===== config.mk =====
export PLATFORM = sky130hd
export DESIGN_NAME = uart_rx_param
export DESIGN_NICKNAME = d
export VERILOG_FILES = /design/src/rtl/uart_rx_param.sv
export SDC_FILE = /design/constraint.sdc
export NUM_CORES = 1
export LEC_CHECK = 0
export ABC_AREA = 0
export CAP_MARGIN = 40
export CORE_MARGIN = 4
export CORE_UTILIZATION = 45
export CTS_CLUSTER_SIZE = 10
export DETAILED_ROUTE_END_ITERATION = 8
export GPL_TIMING_DRIVEN = 0
export SYNTH_ARGS = -nofsm -noshare
export SYNTH_HDL_FRONTEND = slang
export SYNTH_SLANG_ARGS = --single-unit

===== constraint.sdc =====
create_clock -name clk_i -period 5.6 [get_ports clk_i]
set_input_delay 1.68 -clock clk_i [delete_from_list [all_inputs] [get_ports clk_i]]
set_output_delay 1.68 -clock clk_i [all_outputs]
set_load 0.02 [all_outputs]

===== src/rtl/uart_rx_param.sv =====
// Parametrised UART receiver: 2-flop sync, oversampled 3-sample majority vote, parity/framing/overrun flags.
// Latency: word presented the cycle after the last stop bit's mid-bit decision tick (~3 clk sync + frame).
// Backpressure: valid/ready hold; a word completing while the previous one is still unaccepted is dropped with an overrun pulse.
//
// Ports:
//   clk_i, reset_i (async, active-high)   rx_i   serial line, idle high, asynchronous
//   data_o/valid_o/ready_i                received word stream, LSB = first data bit
//   parity_err_o, frame_err_o             qualify data_o while valid_o=1
//   overrun_o                             one-cycle pulse when a completed word is dropped
//   busy_o                                receiver is inside a frame
module uart_rx_param #(
  parameter int CLK_HZ     = 100_000_000,
  parameter int BIT_RATE   = 9600,
  parameter int OVERSAMPLE = 16,
  parameter int DATA_BITS  = 8,
  parameter int PARITY     = 0,
  parameter int STOP_BITS  = 1
) (
  input  logic                 clk_i,
  input  logic                 reset_i,
  input  logic                 rx_i,
  output logic [DATA_BITS-1:0] data_o,
  output logic                 valid_o,
  input  logic                 ready_i,
  output logic                 parity_err_o,
  output logic                 frame_err_o,
  output logic                 overrun_o,
  output logic                 busy_o
);

  localparam int DIV   = CLK_HZ / (BIT_RATE * OVERSAMPLE);
  localparam int DIV_W = (DIV > 1) ? $clog2(DIV) : 1;
  localparam int SMP_W = $clog2(OVERSAMPLE);
  localparam int M     = OVERSAMPLE / 2;
  localparam int CNT_W = 4;

  typedef enum logic [2:0] {
    ST_IDLE, ST_START, ST_DATA, ST_PARITY, ST_STOP
  } state_t;

  state_t state, state_next;

  logic                 sync_q, rx_s, rx_prev;
  logic [DIV_W-1:0]     div_cnt;
  logic [SMP_W-1:0]     smp_cnt;
  logic [CNT_W-1:0]     bit_cnt;
  logic                 vote_a, vote_b;
  logic [DATA_BITS-1:0] shreg;
  logic                 par_q, frm_q;

  logic start_edge, tick, decide, bit_end, bit_val;
  logic last_data, last_stop, complete, par_exp;

  // Synchronizer plus one history flop for falling-edge detection.
  always_ff @(posedge clk_i or posedge reset_i) begin
    if (reset_i) begin
      sync_q  <= 1'b1;
      rx_s    <= 1'b1;
      rx_prev <= 1'b1;
    end else begin
      sync_q  <= rx_i;
      rx_s    <= sync_q;
      rx_prev <= rx_s;
    end
  end

  // State register.
  always_ff @(posedge clk_i or posedge reset_i) begin
    if (reset_i) state <= ST_IDLE;
    else         state <= state_next;
  end

  // Next-state logic.
  always_comb begin
    state_next = state;
    case (state)
      ST_IDLE:   if (start_edge) state_next = ST_START;
      ST_START: begin
        if (decide && bit_val) state_next = ST_IDLE;      // false start
        else if (bit_end)      state_next = ST_DATA;
      end
      ST_DATA:   if (bit_end && last_data)
                   state_next = (PARITY != 0) ? ST_PARITY : ST_STOP;
      ST_PARITY: if (bit_end) state_next = ST_STOP;
      // Leave at mid-bit of the last stop bit so a following start edge is caught.
      ST_STOP:   if (complete) state_next = ST_IDLE;
      default:   state_next = ST_IDLE;
    endcase
  end

  // Output / decode logic.
  always_comb begin
    start_edge = rx_prev & ~rx_s;
    tick       = (state != ST_IDLE) && (div_cnt == DIV_W'(DIV - 1));
    decide     = tick && (smp_cnt == SMP_W'(M + 1));
    bit_end    = tick && (smp_cnt == SMP_W'(OVERSAMPLE - 1));
    // Third vote is the live sample at the decision index.
    bit_val    = (vote_a & vote_b) | (vote_a & rx_s) | (vote_b & rx_s);
    last_data  = (bit_cnt == CNT_W'(DATA_BITS - 1));
    last_stop  = (bit_cnt == CNT_W'(STOP_BITS - 1));
    complete   = (state == ST_STOP) && decide && last_stop;
    par_exp    = (^shreg) ^ (PARITY == 1);
    busy_o     = (state != ST_IDLE);
  end

  // Datapath: counters, shift register, error accumulation, output stage.
  always_ff @(posedge clk_i or posedge reset_i) begin
    if (reset_i) begin
      div_cnt      <= '0;
      smp_cnt      <= '0;
      bit_cnt      <= '0;
      vote_a       <= 1'b1;
      vote_b       <= 1'b1;
      shreg        <= '0;
      par_q        <= 1'b0;
      frm_q        <= 1'b0;
      data_o       <= '0;
      valid_o      <= 1'b0;
      parity_err_o <= 1'b0;
      frame_err_o  <= 1'b0;
      overrun_o    <= 1'b0;
    end else begin
      overrun_o <= 1'b0;

      if (state == ST_IDLE) begin
        // Holding at zero means the bit timing restarts exactly at start detection.
        div_cnt <= '0;
        smp_cnt <= '0;
        bit_cnt <= '0;
        par_q   <= 1'b0;
        frm_q   <= 1'b0;
      end else begin
        div_cnt <= tick ? '0 : div_cnt + 1'b1;
        if (tick)
          smp_cnt <= (smp_cnt == SMP_W'(OVERSAMPLE - 1)) ? '0 : smp_cnt + 1'b1;
        if (tick && smp_cnt == SMP_W'(M - 1)) vote_a <= rx_s;
        if (tick && smp_cnt == SMP_W'(M))     vote_b <= rx_s;

        if (state_next != state) bit_cnt <= '0;
        else if (bit_end)        bit_cnt <= bit_cnt + 1'b1;

        if (decide && state == ST_DATA)
          shreg <= {bit_val, shreg[DATA_BITS-1:1]};
        if (decide && state == ST_PARITY)
          par_q <= bit_val ^ par_exp;
        if (decide && state == ST_STOP && !bit_val)
          frm_q <= 1'b1;
      end

      if (complete) begin
        if (!valid_o || ready_i) begin
          data_o       <= shreg;
          parity_err_o <= par_q;
          frame_err_o  <= frm_q | ~bit_val;
          valid_o      <= 1'b1;
        end else begin
          overrun_o <= 1'b1;
        end
      end else if (ready_i) begin
        valid_o <= 1'b0;
      end
    end
  end

endmodule


=== After elaboration in Yosys (flattened, before gate mapping) ===
Cells that the tools add are included.

* Bitwise logic cells: 11
* Order comparisons: 0
* Multiply operators: 0
* $add $sub $neg: 3
* Muxes and demuxes: 24
* Equal/unequal tests: 12
* Div/mod/pow operators: 0
* Reductions and logical operators: 29
* Shift operators: 0

{| class="wikitable"
|+ Operator list
! cell !! count
|-
| $mux 4 || 6
|-
| $mux 10 || 2
|-
| $mux 3 || 6
|-
| $pmux 3 s5 || 1
|-
| $eq 4x4->1 const B || 3
|-
| $logic_and 1x1->1 || 12
|-
| $add 10x1->10 const B || 1
|-
| $eq 10x10->1 const B || 1
|-
| $reduce_and 2->1 || 5
|-
| $mux 1 || 9
|-
| $add 4x1->4 const B || 2
|-
| $eq 4x3->1 const B || 2
|-
| $reduce_bool 2->1 || 4
|-
| $reduce_xor 8->1 || 1
|-
| $eq 3x2->1 const B || 2
|-
| $reduce_bool 3->1 || 2
|-
| $and 1x1->1 || 4
|-
| $logic_not 4->1 || 1
|-
| $eq 3x1->1 const B || 1
|-
| $eq 3x3->1 const B || 1
|-
| $logic_not 3->1 || 1
|-
| $ne 3x3->1 || 1
|-
| $not 1->1 || 3
|-
| $or 1x1->1 || 3
|-
| other kinds (4) || 5
|}

* Register bits: 48
* Word-level logic and storage cells: 96
* Bits in read-only memories: 0
* Memory bits (writable): 0
* Input port bits: 4
* Bits in latches: 0
* Output and inout bits: 13
* Memories: 0

=== Depth between registers and ports, before layout ===
Gate-level depths: netlist (run 1).

* Depth after elaboration: 10
* Depth in mapped cells: 8
* Mapped depth without buffers: 7

=== Worst setup path after synthesis (run 1) ===
OpenSTA, ideal clock, no wires.

* Kind: register -> output
* Start: register state[0]
* End: output port busy_o
* Required time: 3.920 ns
* Slack: 2.740 ns
* Path buffers: 1
* Cell stages (with the launch flop): 4
* Data arrival time: 1.180 ns
* Cell sequence: dfrtp_1 clkbuf_1 nor3_2 inv_1

* Cells in the longest elaborated chain, start to end: 1

{| class="wikitable"
|+ Ends and longest elaborated chain
! element !! line !! text
|-
| from (decl) || 41 || <nowiki>state_t state, state_next;</nowiki>
|-
| from (signal assigned) || 70 || <nowiki>else state <= state_next;</nowiki>
|-
| $reduce_bool 3->1 || 103 || <nowiki>busy_o = (state != ST_IDLE);</nowiki>
|-
| to (decl) || 28 || <nowiki>output logic busy_o</nowiki>
|}

No other way between the ends.

=== Final worst setup path (run 1) ===
Same ends and word-level chain as after synthesis.

==> Flow_metrics.wiki, run 1 <==
{| class="wikitable"
! Metric !! Value
|-
| Post-synth top area share || roughly 45%
|-
| Final Hold Viols || 0
|-
| CP Launch Type || register
|-
| Clock skew || a little over 10 ps
|-
| Min Tclk post-route || 3860 ps
|-
| GPL Wtd Cong || 0.794
|-
| Count of cells resized by post-cts repair || 0
|-
| Drt pass-1 iters || 4
|-
| Vias in the first global route || around 1,600
|-
| Final routed wire length divided by cell count || around 14 um
|-
| Number of warnings issued by yosys || 0
|-
| Synth Area in Compound Gates || 5.21%
|-
| Die Area || 6570 um2
|-
| Post-placement cell area || 2670 um2
|-
| Number of sinks handled by clock tree synthesis || 48
|-
| Antenna diodes || 0
|-
| Slew Limit Fails || 0
|-
| Top cells by area in the synthesized netlist || sky130_fd_sc_hd__dfrtp_1 (45%), sky130_fd_sc_hd__dfstp_2 (5.5%), sky130_fd_sc_hd__mux2_4 (5.0%)
|-
| Post-detailed-route DRC marker count || 0
|-
| Finished layout cell area || 2790 um2
|-
| Max-cap violations || 0
|-
| Largest area contributor in the synthesized netlist || sky130_fd_sc_hd__dfrtp_1
|-
| Share of async-settable or async-resettable flops after synthesis || between 90% and 100%
|-
| Worst Setup End Kind || output port
|-
| RSZ-0062 raised after global routing || no
|-
| Initial antenna violation count || 0
|-
| Clock slew at reported path FFs || around 80 ps
|-
| Worst setup path category || reg -> out
|-
| Arrival time at the worst endpoint || 2180 ps
|-
| Post-synthesis simple-gate area fraction || 19.9%
|-
| Maximum count of clock buffers along a single path || 2
|-
| GRT Resource Usage Total || about 15%
|-
| Most common cell after layout, fill and taps aside || sky130_fd_sc_hd__dfrtp_1
|-
| Pin count of the biggest net entering global routing || 39
|-
| Worst slew pin tran || 637 ps
|-
| Fraction of the mapped netlist area in adder cells || approximately 4%
|-
| Maximum level of the CTS H-tree || 2
|-
| Clock tree root driver cell || sky130_fd_sc_hd__clkbuf_8
|-
| Detailed-route via count || ~1,600
|-
| Clock tree from TritonCTS || yes
|-
| Leakage Power || 0.00126 uW
|-
| Avg Inst Size Synth || 11.5 um2
|-
| Total setup buffers inserted after CTS || 0
|-
| Most frequent cells in the layout || sky130_fd_sc_hd__dfrtp_1 (43), sky130_fd_sc_hd__nor2_1 (26), sky130_fd_sc_hd__clkdlybuf4s50_1 (16)
|-
| Primary FF master, synth || sky130_fd_sc_hd__dfrtp_1
|-
| Post-synthesis share of cell area spent on xor and xnor gates || roughly 6.9%
|-
| Class of the most critical hold timing path || reg -> reg
|-
| Worst endpoint required time || 3920 ps
|-
| Post-synthesis cell count || 208
|-
| Floorplan die height || 81.1 um
|-
| Netlist area before placement || 2400 um2
|-
| Power density over the cells || 269 nW/um2
|-
| Clock latency on the worst-skew pair || 300 ps
|-
| Maximum fanout encountered on the critical timing path || 10
|-
| Distinct cells, synth || 49
|-
| Number of nets in the finished design || 243
|-
| Total core area || 5140 um2
|-
| Initial standard-cell utilization of the core || a little under half
|-
| Final setup violation count || 0
|-
| Area delta synth->final || 16.2%
|-
| Top-level I/O count || 17
|-
| Vias per inst || 5.13
|-
| Number of hold-repair buffers added at the cts stage || 0
|-
| Dpl hpwl || 2.85 mm
|-
| Cell Rows || 26
|-
| Total global routing overflow || 0
|-
| Main combinational cell family by area after synthesis || simple AND/OR/NAND/NOR gates
|-
| Final sum of negative setup slack || 0 ps
|-
| Worst setup slack before clock tree synthesis || 2070 ps
|-
| Die X || 81.1 um
|-
| Achievable frequency || approximately 0.26 GHz
|-
| Count of port buffers added during placement || 16
|-
| Result of the run || finished, final reports clean
|-
| Number of enable-type register cells in the synthesized netlist || 0
|-
| Part of the cycle the worst path needs || 68.8%
|-
| Ratio of cells with drive above 1 in the final layout || 19.3%
|-
| Wire length of the first global-routing pass || 7.35 mm
|-
| Share of the core filled with cells || 54.3%
|-
| Setup WS post-layout || 1740 ps
|-
| TritonCTS buffer count || 5
|-
| Synthesized flop and latch total || 48
|-
| Fill cell instance count of the final layout || 488
|-
| Syn_nets || 219
|-
| Number of DRC violations after detailed-routing iteration 0 || 90
|-
| Maximum vdd drop || about 0.21 mV
|-
| Register area share after synthesis || about half
|-
| Final-layout worst hold slack || 358 ps
|-
| Multiplexer share of the synthesized area || between 10% and 20%
|-
| Total Wirelength || 4.10 mm
|-
| Rel. slew slack || a little under three fifths
|-
| Antenna Violating Nets Remaining || 0
|}
-- worst paths after layout --
path	slack, ps	cells after the start	startpoint	to
min reg2reg	360	0	sync_q$_DFF_PP1_	rx_s$_DFF_PP1_
min	360	0	sync_q$_DFF_PP1_	rx_s$_DFF_PP1_
max	1740	4	state[0]$_DFF_PP0_	busy_o
max reg2reg	3420	7	smp_cnt[1]$_DFFE_PP0P_	data_o[1]$_DFFE_PP0P_
max in group asynchronous	3440	3	reset_i	sync_q$_DFF_PP1_
min in group asynchronous	1630	2	reset_i	div_cnt[2]$_DFF_PP0_
-- cells by family (layout without fill, tap and decap cells) --
| logic type | count (synthesis) | count (layout) |
|---|---|---|
| AO/OA/AOI/OAI | 21 | 21 |
| multiplexers | 20 | 20 |
| adder cells (fa/ha/maj) | 8 | 8 |
| flip-flops | 48 | 48 |
| buffers and inverters | 14 | 39 |
| AND/OR/NAND/NOR | 78 | 78 |
| XOR/XNOR | 19 | 19 |
-- cell usage after synthesis (all sizes together), types with 2 or more instances --
cell / number
buf: 3
and2: 2
a21oi: 7
nor3: 4
o21ai: 5
clkbuf: 2
dfstp: 5
nor2: 27
inv: 9
nand3b: 4
nand4b: 3
mux2: 19
xnor2: 12
nand2b: 3
dfrtp: 43
and3: 4
nand2: 13
nor2b: 2
nand3: 4
nand4: 2
a31oi: 2
nor4: 2
xor2: 7
ha: 7
o22ai: 2
-- layout make-up --
type	instances	area (um2)	area share (%)
Clock buffer	6	82.6	2.96
Clock inverter	2	38.8	1.39
Multi-Input combinational cell	146	1120	40.2
Sequential cell	48	1210	43.3
Inverter	9	33.8	1.21
Tap cell	70	87.6	3.14
Timing Repair Buffer	17	180	6.45
Buffer	5	38.8	1.39
-- critical path, stage by stage, from the launching register on --
cell and delay (ps):
sky130_fd_sc_hd__dfrtp_1 390, sky130_fd_sc_hd__clkbuf_1 220, sky130_fd_sc_hd__nor3_2 580, sky130_fd_sc_hd__inv_1 120, sky130_fd_sc_hd__clkdlybuf4s50_1 570
-- layer usage --
layer	vias up	wire, um	track usage (%)
met3	7	148	3.33
met5	-	0	0
met1	756	1940	19.8
met2	30	1950	22.6
li1	761	-	-
met4	0	63	5.57
-- through the flow --
step / cells / total power [uW]
2_1_floorplan: 208 / 472
3_3_place_gp: 294 / 489
3_5_place_dp: 295 / 494
4_1_cts: 303 / 762
5_1_grt: 303 / 792
6_report: 303 / 751
-- flip-flops by register name (all words and copies together), names as in the netlist, 3 cells and up --
| name | cells |
|---|---|
| state | 3 |
| shreg | 8 |
| data_o | 8 |
| smp_cnt | 4 |
| div_cnt | 10 |
| bit_cnt | 4 |
-- power by group --
part	total [uW]	internal (uW)	switching (uW)
combinational	83.4	42.5	41.0
clock	264	146	118
sequential	403	373	29.7
total	751	562	189
(Power assumes the default switching activity.)
==> run 2: changes to the inputs <==
--- a/config.mk
+++ b/config.mk
@@ -12,6 +12,7 @@
 export CTS_CLUSTER_SIZE = 10
 export DETAILED_ROUTE_END_ITERATION = 8
 export GPL_TIMING_DRIVEN = 0
+export PLACE_DENSITY = 0.66
 export SYNTH_ARGS = -nofsm -noshare
 export SYNTH_HDL_FRONTEND = slang
 export SYNTH_SLANG_ARGS = --single-unit
==> constraint.sdc (replaced) <==
create_clock -name clk_i -period 3.5 [get_ports clk_i]
set_input_delay 1.05 -clock clk_i [delete_from_list [all_inputs] [get_ports clk_i]]
set_output_delay 1.05 -clock clk_i [all_outputs]
set_load 0.02 [all_outputs]
==> Flow_metrics.wiki, run 2 (synthesized netlist as in run 1, its figures left out) <==
{| class="wikitable"
! Metric !! Value
|-
| Clock tree from TritonCTS || yes
|-
| Total global routing overflow || 0
|-
| Most common cell after layout, fill and taps aside || sky130_fd_sc_hd__dfrtp_1
|-
| Clock tree root driver cell || sky130_fd_sc_hd__clkbuf_8
|-
| Multi-input gate area in the final layout || 1120 um2
|-
| Drt pass-1 iters || 4
|-
| Detailed-route via count || 1,516
|-
| Number of sinks handled by clock tree synthesis || 48
|-
| Rel. slew slack || 58.3%
|-
| Cell Rows || 26
|-
| Clock slew at reported path FFs || 90 ps
|-
| Pin count of the biggest net entering global routing || 28
|-
| Total core area || 5140 um2
|-
| RSZ-0062 raised after global routing || no
|-
| Result of the run || finished, final reports clean
|-
| Clock latency on the worst-skew pair || 300 ps
|-
| Critical path startpoint || state[0]$_DFF_PP0_
|-
| Vias per inst || 5.00
|-
| Top-level I/O count || 17
|-
| Slew Limit Fails || 0
|-
| Vias in the first global route || 1,555
|-
| Number of cells in the design after placement || 295
|-
| Post-detailed-route DRC marker count || 0
|-
| Class of the most critical hold timing path || reg -> reg
|-
| GPL Wtd Cong || a little under 0.8
|-
| Final Hold Viols || 0
|-
| Cells on worst reg2reg path || 7
|-
| Power density over the cells || 406 nW/um2
|-
| Flip-flop count of the largest register after layout || 10
|-
| GRT Resource Usage Total || 14.1%
|-
| Clock skew || 7.36 ps
|-
| Leakage Power || roughly 0.0012 uW
|-
| Min Tclk post-route || about 3200 ps
|-
| Post-Layout Cell Count || 303
|-
| Fill cell instance count of the final layout || 504
|-
| Number of hold-repair buffers added at the cts stage || 0
|-
| Maximum level of the CTS H-tree || 2
|-
| Most frequent cells in the layout || sky130_fd_sc_hd__dfrtp_1 (43), sky130_fd_sc_hd__nor2_1 (26), sky130_fd_sc_hd__clkdlybuf4s50_1 (16)
|-
| Ratio of cells with drive above 1 in the final layout || about 19%
|-
| CP Launch Type || register
|-
| Antenna Violating Nets Remaining || 0
|-
| Final setup violation count || 0
|-
| Worst endpoint required time || 2450 ps
|-
| TritonCTS buffer count || 5
|-
| Floorplan die height || 81.1 um
|-
| End of the worst register-to-register path || data_o[3]$_DFFE_PP0P_
|-
| Number of DRC violations after detailed-routing iteration 0 || 61
|-
| Final routed wire length divided by cell count || 13.0 um
|-
| Critical path destination || busy_o
|-
| Total area of sequential cells || 1210 um2
|-
| Antenna diodes || 0
|-
| Wire length of the first global-routing pass || 7.25 mm
|-
| Register-to-register setup slack || about 1300 ps
|-
| Count of port buffers added during placement || 16
|-
| Die X || 81.1 um
|-
| Die Area || 6570 um2
|-
| Initial standard-cell utilization of the core || 46.7%
|-
| Maximum vdd drop || between 0.2 and 0.25 mV
|-
| Final sum of negative setup slack || 0 ps
|-
| Achievable frequency || 0.311 GHz
|-
| Part of the cycle the worst path needs || 91.9%
|-
| Count of cells resized by post-cts repair || 0
|-
| Worst setup path category || reg -> out
|-
| Maximum fanout encountered on the critical timing path || 10
|-
| Max-cap violations || 0
|-
| Total Wirelength || about 3.9 mm
|-
| Arrival time at the worst endpoint || roughly 2200 ps
|-
| Worst Setup End Kind || output port
|-
| Dpl hpwl || 2.82 mm
|-
| Area delta synth->final || 15.2%
|-
| Total setup buffers inserted after CTS || 0
|-
| Maximum count of clock buffers along a single path || 2
|-
| Initial antenna violation count || 0
|-
| Largest Register || div_cnt
|-
| Share of the core filled with cells || 53.8%
|-
| Worst R2R Start || smp_cnt[1]$_DFFE_PP0P_
|-
| Worst slew pin tran || 621 ps
|-
| Number of nets in the finished design || 243
|-
| Largest registers ranked by flip-flop count || div_cnt (10), data_o (8), shreg (8)
|}
[run 2: cell types whose count changed in the layout (fill, tap and decap cells not counted)]
| cell | delta |
|---|---|
| sky130_fd_sc_hd__clkinv_4 | -1 |
| sky130_fd_sc_hd__clkinvlp_4 | +2 |
| sky130_fd_sc_hd__bufinv_16 | -1 |
[run 2: where the power goes]
part / internal [uW] / switching (uW)
logic: 68.0 / 65.5
registers: 597 / 45.4
clock network: 160 / 188
[run 2: layer usage]
metal / up-vias / global-route usage, % / share of wire (%)
met2: 18 / 21.3 / 44
met4: 0 / 3.55 / 0.79
met3: 6 / 3.33 / 3.0
li1: 760 / - / -
met5: - / 0 / 0
met1: 732 / 20.5 / 52
[run 2: how the worst min path moves through the flow]
| stage | slack [ps] | endpoint | from | cells past startpoint |
|---|---|---|---|---|
| 6_report | 360 | rx_s$_DFF_PP1_ | sync_q$_DFF_PP1_ | 0 |
| 5_1_grt | 370 | rx_s$_DFF_PP1_ | sync_q$_DFF_PP1_ | 0 |
| 4_1_cts | 360 | rx_s$_DFF_PP1_ | sync_q$_DFF_PP1_ | 0 |
| 3_5_place_dp | 350 | rx_s$_DFF_PP1_ | sync_q$_DFF_PP1_ | 0 |
| 3_3_place_gp | 350 | rx_s$_DFF_PP1_ | sync_q$_DFF_PP1_ | 0 |
| 2_1_floorplan | 350 | rx_s$_DFF_PP1_ | sync_q$_DFF_PP1_ | 0 |
[run 2: critical path, stage by stage, from the launching register on]
cell and delay, ps:
sky130_fd_sc_hd__dfrtp_1 380, sky130_fd_sc_hd__clkbuf_1 220, sky130_fd_sc_hd__nor3_2 570, sky130_fd_sc_hd__inv_1 130
sky130_fd_sc_hd__clkdlybuf4s50_1 570
[run 2: metrics by stage]
| stage | area [um2] | setup WS, ps | total power [uW] | hold slack, ps |
|---|---|---|---|---|
| global route | 2770 | 59.9 | 1190 | 370 |
| floorplan | 2400 | 1270 | 755 | 345 |
| finish | 2770 | 285 | 1120 | 361 |
| detailed placement | 2670 | 604 | 788 | 349 |
| global placement | 2650 | 379 | 781 | 346 |
| CTS | 2770 | 248 | 1130 | 363 |
[run 2: final cells by class]
type	count	share of cell area (%)
Clock buffer	6	2.98
Clock inverter	2	0.542
Timing Repair Buffer	17	6.51
Multi-Input combinational cell	146	40.6
Inverter	9	1.22
Buffer	5	1.40
Tap cell	70	3.16
Sequential cell	48	43.6
